===== src/rtl/router_pkg.sv =====
// Shared constants and helpers for the router output buffer.
package router_pkg;

    // Default buffer geometry
    localparam int unsigned DEF_WIDTH   = 8;
    localparam int unsigned DEF_DEPTH   = 16;

    // Header tag sits just above the data byte in each stored word
    localparam int unsigned HDR_TAG_BIT = DEF_WIDTH;

    // Payload length field inside a header byte
    localparam int unsigned LEN_MSB     = 7;
    localparam int unsigned LEN_LSB     = 2;

    localparam int unsigned PKT_CNT_W   = 6;

    // Bytes still to come after a header: payload length plus parity, saturated.
    function automatic logic [PKT_CNT_W-1:0] hdr_pkt_cnt(input logic [LEN_MSB:0] hdr);
        logic [PKT_CNT_W:0] len_p1;
        len_p1 = {1'b0, hdr[LEN_MSB:LEN_LSB]} + (PKT_CNT_W+1)'(1);
        return len_p1[PKT_CNT_W] ? {PKT_CNT_W{1'b1}} : len_p1[PKT_CNT_W-1:0];
    endfunction

endpackage


===== src/rtl/router_fifo_mem.sv =====
// Simple dual-port register array: synchronous write, combinational read.
module router_fifo_mem #(
    parameter int unsigned W     = 9,
    parameter int unsigned DEPTH = 16,
    parameter int unsigned AW    = $clog2(DEPTH)
) (
    input  logic          clk_i,
    input  logic          we_i,
    input  logic [AW-1:0] waddr_i,
    input  logic [W-1:0]  wdata_i,
    input  logic [AW-1:0] raddr_i,
    output logic [W-1:0]  rdata_o
);

    logic [W-1:0] mem_q [DEPTH];

    // Storage is never reset; occupancy is tracked by the controller.
    always_ff @(posedge clk_i) begin
        if (we_i) begin
            mem_q[waddr_i] <= wdata_i;
        end
    end

    assign rdata_o = mem_q[raddr_i];

endmodule


===== src/rtl/router_fifo.sv =====
// Per-destination output buffer for the 1x3 router.
// Stores {header tag, byte}; the read side counts down the bytes of the packet in flight.
// Optional build macro ROUTER_FIFO_ERR_EN adds the sticky ovf_err_o flag.
module router_fifo
    import router_pkg::*;
#(
    parameter int unsigned WIDTH = DEF_WIDTH,
    parameter int unsigned DEPTH = DEF_DEPTH,
    parameter int unsigned AW    = $clog2(DEPTH)
) (
    input  logic             clk_i,
    input  logic             rst_i,
    input  logic             soft_reset_i,
    input  logic             write_enb_i,
    input  logic             lfd_state_i,
    input  logic [WIDTH-1:0] data_in_i,
    input  logic             read_enb_i,
    output logic [WIDTH-1:0] dout_o,
    output logic             full_o,
    output logic             empty_o,
    output logic             pkt_busy_o
`ifdef ROUTER_FIFO_ERR_EN
    ,
    output logic             ovf_err_o
`endif
);

    logic [AW:0]            wr_ptr_q, wr_ptr_d;
    logic [AW:0]            rd_ptr_q, rd_ptr_d;
    logic [AW:0]            count_q, count_d;
    logic [PKT_CNT_W-1:0]   pkt_cnt_q, pkt_cnt_d;
    logic [WIDTH-1:0]       dout_q, dout_d;

    logic                   wr_acc, rd_acc;
    logic                   mem_we;
    logic [WIDTH:0]         rd_word;

    assign full_o     = (count_q == (AW+1)'(DEPTH));
    assign empty_o    = (count_q == '0);
    assign pkt_busy_o = (pkt_cnt_q != '0);
    assign dout_o     = dout_q;

    assign wr_acc = write_enb_i && !full_o;
    assign rd_acc = read_enb_i && !empty_o;
    // A flushing cycle must not leave a stale word behind.
    assign mem_we = wr_acc && !soft_reset_i;

    router_fifo_mem #(
        .W     (WIDTH + 1),
        .DEPTH (DEPTH),
        .AW    (AW)
    ) u_mem (
        .clk_i   (clk_i),
        .we_i    (mem_we),
        .waddr_i (wr_ptr_q[AW-1:0]),
        .wdata_i ({lfd_state_i, data_in_i}),
        .raddr_i (rd_ptr_q[AW-1:0]),
        .rdata_o (rd_word)
    );

    // Next-state for pointers, occupancy, packet counter and read data.
    always_comb begin
        wr_ptr_d  = wr_ptr_q;
        rd_ptr_d  = rd_ptr_q;
        count_d   = count_q;
        pkt_cnt_d = pkt_cnt_q;
        dout_d    = dout_q;

        if (soft_reset_i) begin
            wr_ptr_d  = '0;
            rd_ptr_d  = '0;
            count_d   = '0;
            pkt_cnt_d = '0;
            dout_d    = '0;
        end else begin
            if (wr_acc) begin
                wr_ptr_d = wr_ptr_q + (AW+1)'(1);
            end
            if (rd_acc) begin
                rd_ptr_d = rd_ptr_q + (AW+1)'(1);
                dout_d   = rd_word[WIDTH-1:0];
                if (rd_word[WIDTH]) begin
                    pkt_cnt_d = hdr_pkt_cnt(rd_word[LEN_MSB:0]);
                end else if (pkt_cnt_q != '0) begin
                    pkt_cnt_d = pkt_cnt_q - PKT_CNT_W'(1);
                end
            end
            unique case ({wr_acc, rd_acc})
                2'b10:   count_d = count_q + (AW+1)'(1);
                2'b01:   count_d = count_q - (AW+1)'(1);
                default: count_d = count_q;
            endcase
        end
    end

    // State registers with synchronous reset.
    always_ff @(posedge clk_i) begin
        if (rst_i) begin
            wr_ptr_q  <= '0;
            rd_ptr_q  <= '0;
            count_q   <= '0;
            pkt_cnt_q <= '0;
            dout_q    <= '0;
        end else begin
            wr_ptr_q  <= wr_ptr_d;
            rd_ptr_q  <= rd_ptr_d;
            count_q   <= count_d;
            pkt_cnt_q <= pkt_cnt_d;
            dout_q    <= dout_d;
        end
    end

`ifdef ROUTER_FIFO_ERR_EN
    logic ovf_err_q, ovf_err_d;

    // Sticky flag for any rejected access; only a reset or flush clears it.
    always_comb begin
        ovf_err_d = ovf_err_q;
        if (soft_reset_i) begin
            ovf_err_d = 1'b0;
        end else if ((write_enb_i && full_o) || (read_enb_i && empty_o)) begin
            ovf_err_d = 1'b1;
        end
    end

    // Error flag register.
    always_ff @(posedge clk_i) begin
        if (rst_i) begin
            ovf_err_q <= 1'b0;
        end else begin
            ovf_err_q <= ovf_err_d;
        end
    end

    assign ovf_err_o = ovf_err_q;
`endif

endmodule


===== config.mk =====
export PLATFORM = sky130hd
export DESIGN_NAME = router_fifo
export DESIGN_NICKNAME = d
export VERILOG_FILES = /design/src/rtl/router_pkg.sv /design/src/rtl/router_fifo_mem.sv /design/src/rtl/router_fifo.sv
export SDC_FILE = /design/constraint.sdc
export NUM_CORES = 1
export LEC_CHECK = 0
export ABC_CLOCK_PERIOD_IN_PS = 3800
export BUFFER_PORTS_ARGS = -buffer_cell sky130_fd_sc_hd__buf_2
export CAP_MARGIN = 10
export CORE_MARGIN = 2
export CORE_UTILIZATION = 40
export CTS_CLUSTER_DIAMETER = 150
export DETAILED_ROUTE_END_ITERATION = 7
export PLACE_DENSITY_LB_ADDON = 0.2
export SETUP_SLACK_MARGIN = 0.2
export SLEW_MARGIN = 10
export SYNTH_ARGS = -nofsm -noshare
export SYNTH_HDL_FRONTEND = slang
export SYNTH_SLANG_ARGS = --single-unit

===== constraint.sdc =====
create_clock -name clk_i -period 3.8 [get_ports clk_i]
set_input_delay 0.19 -clock clk_i [delete_from_list [all_inputs] [get_ports clk_i]]
set_output_delay 0.19 -clock clk_i [all_outputs]
set_load 0.05 [all_outputs]

==> impl_metrics.toml <==
[outcome]
status = "finished clean"

[die]
die_w_um = 138.0
die_h_um = 138.0
num_rows = 48
io_pins = 25
dieArea_sq_um = 19040
start_util = 0.4123
coreArea_sq_um = 17420

[layout]
fin_nets = 514
drive_gt1_frac = 0.2204
layout_commonest_cell = "edfxtp_1"
diodes = 0
layout.cells.non_filler = 724
area_delta_synth_final_pct = 13.47
mostFrequentLayoutCells = "edfxtp_1 (144), nor2_1 (44), nand2_1 (35), mux4_2 (31), dfxtp_1 (30)"

[routing]
ant_nets = 0
drt_iter0_drc = 394
route.detailed.drc = 0
dr.pass1.iters = 4
routed_wl_um = 15470
vias = 3924
routed_via_density = 5.420
avgRoutedWirePerCell_um = 21.37

[worst_setup_path]
r2r_slack_ps = 830
cp.required_ps = 4120
cp_max_fo = 13
arrival_ps = 3290
slowest_stage = "dfxtp_2"
path_class = "register to register"
crit_path_cell_trace = "buf_4 -> mux4_2 -> nand3_1 -> nand3_1 -> ha_1 -> nand2_1 -> o22ai_2 -> a41oi_1 -> a21oi_1 -> a31o_1"
crit_path_frequent_cell = "nand3_1"
cp_slowest_stage_delay_ps = 610
endpoint_kind = "register"
start_kind = "register"

[grt]
antenna_found_initial = 0
busiest_layer = "met2"
grt_max_degree = 26
grt_use_met1 = 0.2398
grt_use_met3 = 0.03765
use_met2 = 0.2866
track_usage = 0.1767
overflow = 0
grt_pass1_wl_um = 23600
grt_pass1_vias = 3880

[pwr]
power_mw = 3.888
power_density_nw_per_um2 = 477.1
ir_drop_mv = 0.3176
power_leakage_nw = 2.662

[sta]
max_freq_ghz = 0.3362
fin_crit_ps = 2974
slew_violations = 0
relSlewSlack = 0.2644
fin_hold_ws_ps = 124.9
post-route-period-util = 0.7827
rsz0062_at_grt = "false"
setup_tns_ps = 0
tightest_slew_ps = 1099
setup_viol = 0
fin_skew_ps = 8.037
hold_violations = 0

[min_path]
worstHoldStart = "rst_i"
hp-class = "input pin to register"

[clock_tree]
cts_made_buffers = 17
cts.sinks = 175
cts_setup_buffers = 0
h-tree-depth = 4
cts_resized = 0
clk_path_buf_depth = 2
clk_latency_ps = 430
hold_buffers = 0
cts_tree = "done"
cts.clk_slew.worst_paths_ps = 70
cts-root-buf = "clkbuf_16"

[placement]
hpwl_um = 10110
dp_cells = 694
gp_congestion = 0.7658
io_buffers = 24

[flow_run]
timing.max_cap.violations = 0

[logic_synthesis]
synth_warnings = 0
syn_nets = 468
synth_seq_cells = 175
synth-edff-count = 144
synth_area_per_cell_sq_um = 16.25
yosysSeqAreaShare = 0.6886
synthCells = 442
synth.cell_area_sq_um = 7181
synth_cell_types = 48
ys.flop_type = "edfxtp_1"
async_reset_ff_frac = 0
==> report_power, final <==
group	internal [mW]	leakage (nW)	switching, mW	total, mW
registers	2.08	1.55	0.00893	2.09
logic	0.0571	0.862	0.111	0.168
clock network	0.903	0.252	0.724	1.63
total	3.04	2.66	0.844	3.89
==> state kept, by name, indices dropped and copies added (netlist names), named ones only <==
name	flops
count_q	5
wr_ptr_q	4
rd_ptr_q	4
pkt_cnt_q	6
dout_o	8
u_mem.mem_q	144
==> worst paths after layout <==
kind,depth (start not counted),to
worst max register to register,10,pkt_cnt_q[2]$_SDFFE_PP0P_
worst max-delay path,10,pkt_cnt_q[2]$_SDFFE_PP0P_
worst min register to register,2,dout_o[6]$_SDFFE_PP0P_
worst min-delay path,4,pkt_cnt_q[1]$_SDFFE_PP0P_
==> kinds of logic (layout without fill, tap and decap cells) <==
group,Yosys count,after routing,share of synthesized area
buffers and inverters,31,88,0.02579
multiplexers,46,46,0.1335
adder cells (fa/ha/maj),12,12,0.02195
flip-flops,175,175,0.6886
AO/OA/AOI/OAI,43,43,0.03642
XOR/XNOR,13,13,0.01586
AND/OR/NAND/NOR,122,122,0.07789
==> synthesized netlist by cell type, types with 4 or more instances <==
| cell type | instances | area, sq um |
|---|---|---|
| inv_1 | 12 | 45.04 |
| clkbuf_1 | 7 | 26.28 |
| a21oi_1 | 20 | 100.1 |
| o21ai_1 | 5 | 25.02 |
| nor2b_1 | 5 | 31.28 |
| mux2i_1 | 8 | 80.08 |
| mux4_2 | 31 | 698.2 |
| nand2_1 | 35 | 131.4 |
| mux4_1 | 6 | 157.7 |
| nor2_1 | 44 | 165.2 |
| xnor2_1 | 5 | 43.79 |
| ha_1 | 11 | 137.6 |
| a22oi_1 | 4 | 30.03 |
| nor3_1 | 4 | 20.02 |
| nand3_1 | 13 | 65.06 |
| nand4_1 | 5 | 31.28 |
| edfxtp_1 | 144 | 4324 |
| dfxtp_1 | 31 | 620.6 |
| xor2_1 | 8 | 70.07 |
==> critical path: cells and delay by family (launching register included) <==
| family | cells | cell delay (ps) |
|---|---|---|
| compound gates | 4 | 740 |
| flops | 1 | 610 |
| mux | 1 | 520 |
| simple gates | 3 | 410 |
| fa+ha+maj | 1 | 300 |
| buf+inv | 1 | 270 |
==> stage by stage <==
step	cell area, sq um	util	setup slack [ps]
after floorplan	7181	-	793.5
after global placement	7605	0.4366	862.5
after detailed placement	7605	0.4366	851.5
after CTS	8148	0.4678	817.5
after global routing	8148	0.4678	587.8
final	8148	0.4678	825.8
==> final cells by class <==
class / count / area [sq um]
fill: 1509 / 9269
timing repair buffer: 45 / 277.8
tap: 225 / 281.5
inverter: 13 / 48.80
multi-input combinational: 236 / 2051
clock inverter: 11 / 110.1
sequential: 175 / 4946
clock buffer: 19 / 432.9
==> routing by layer <==
metal  up-vias  part of all wire  wire length [um]
li1       1794                 -                 -
met2        83              0.49              7616
met1      2026              0.45              6911
met4         0             0.015               237
met5         -                 0                 0
met3        21             0.046               705
Note: power is estimated with default switching activity, not from simulation.
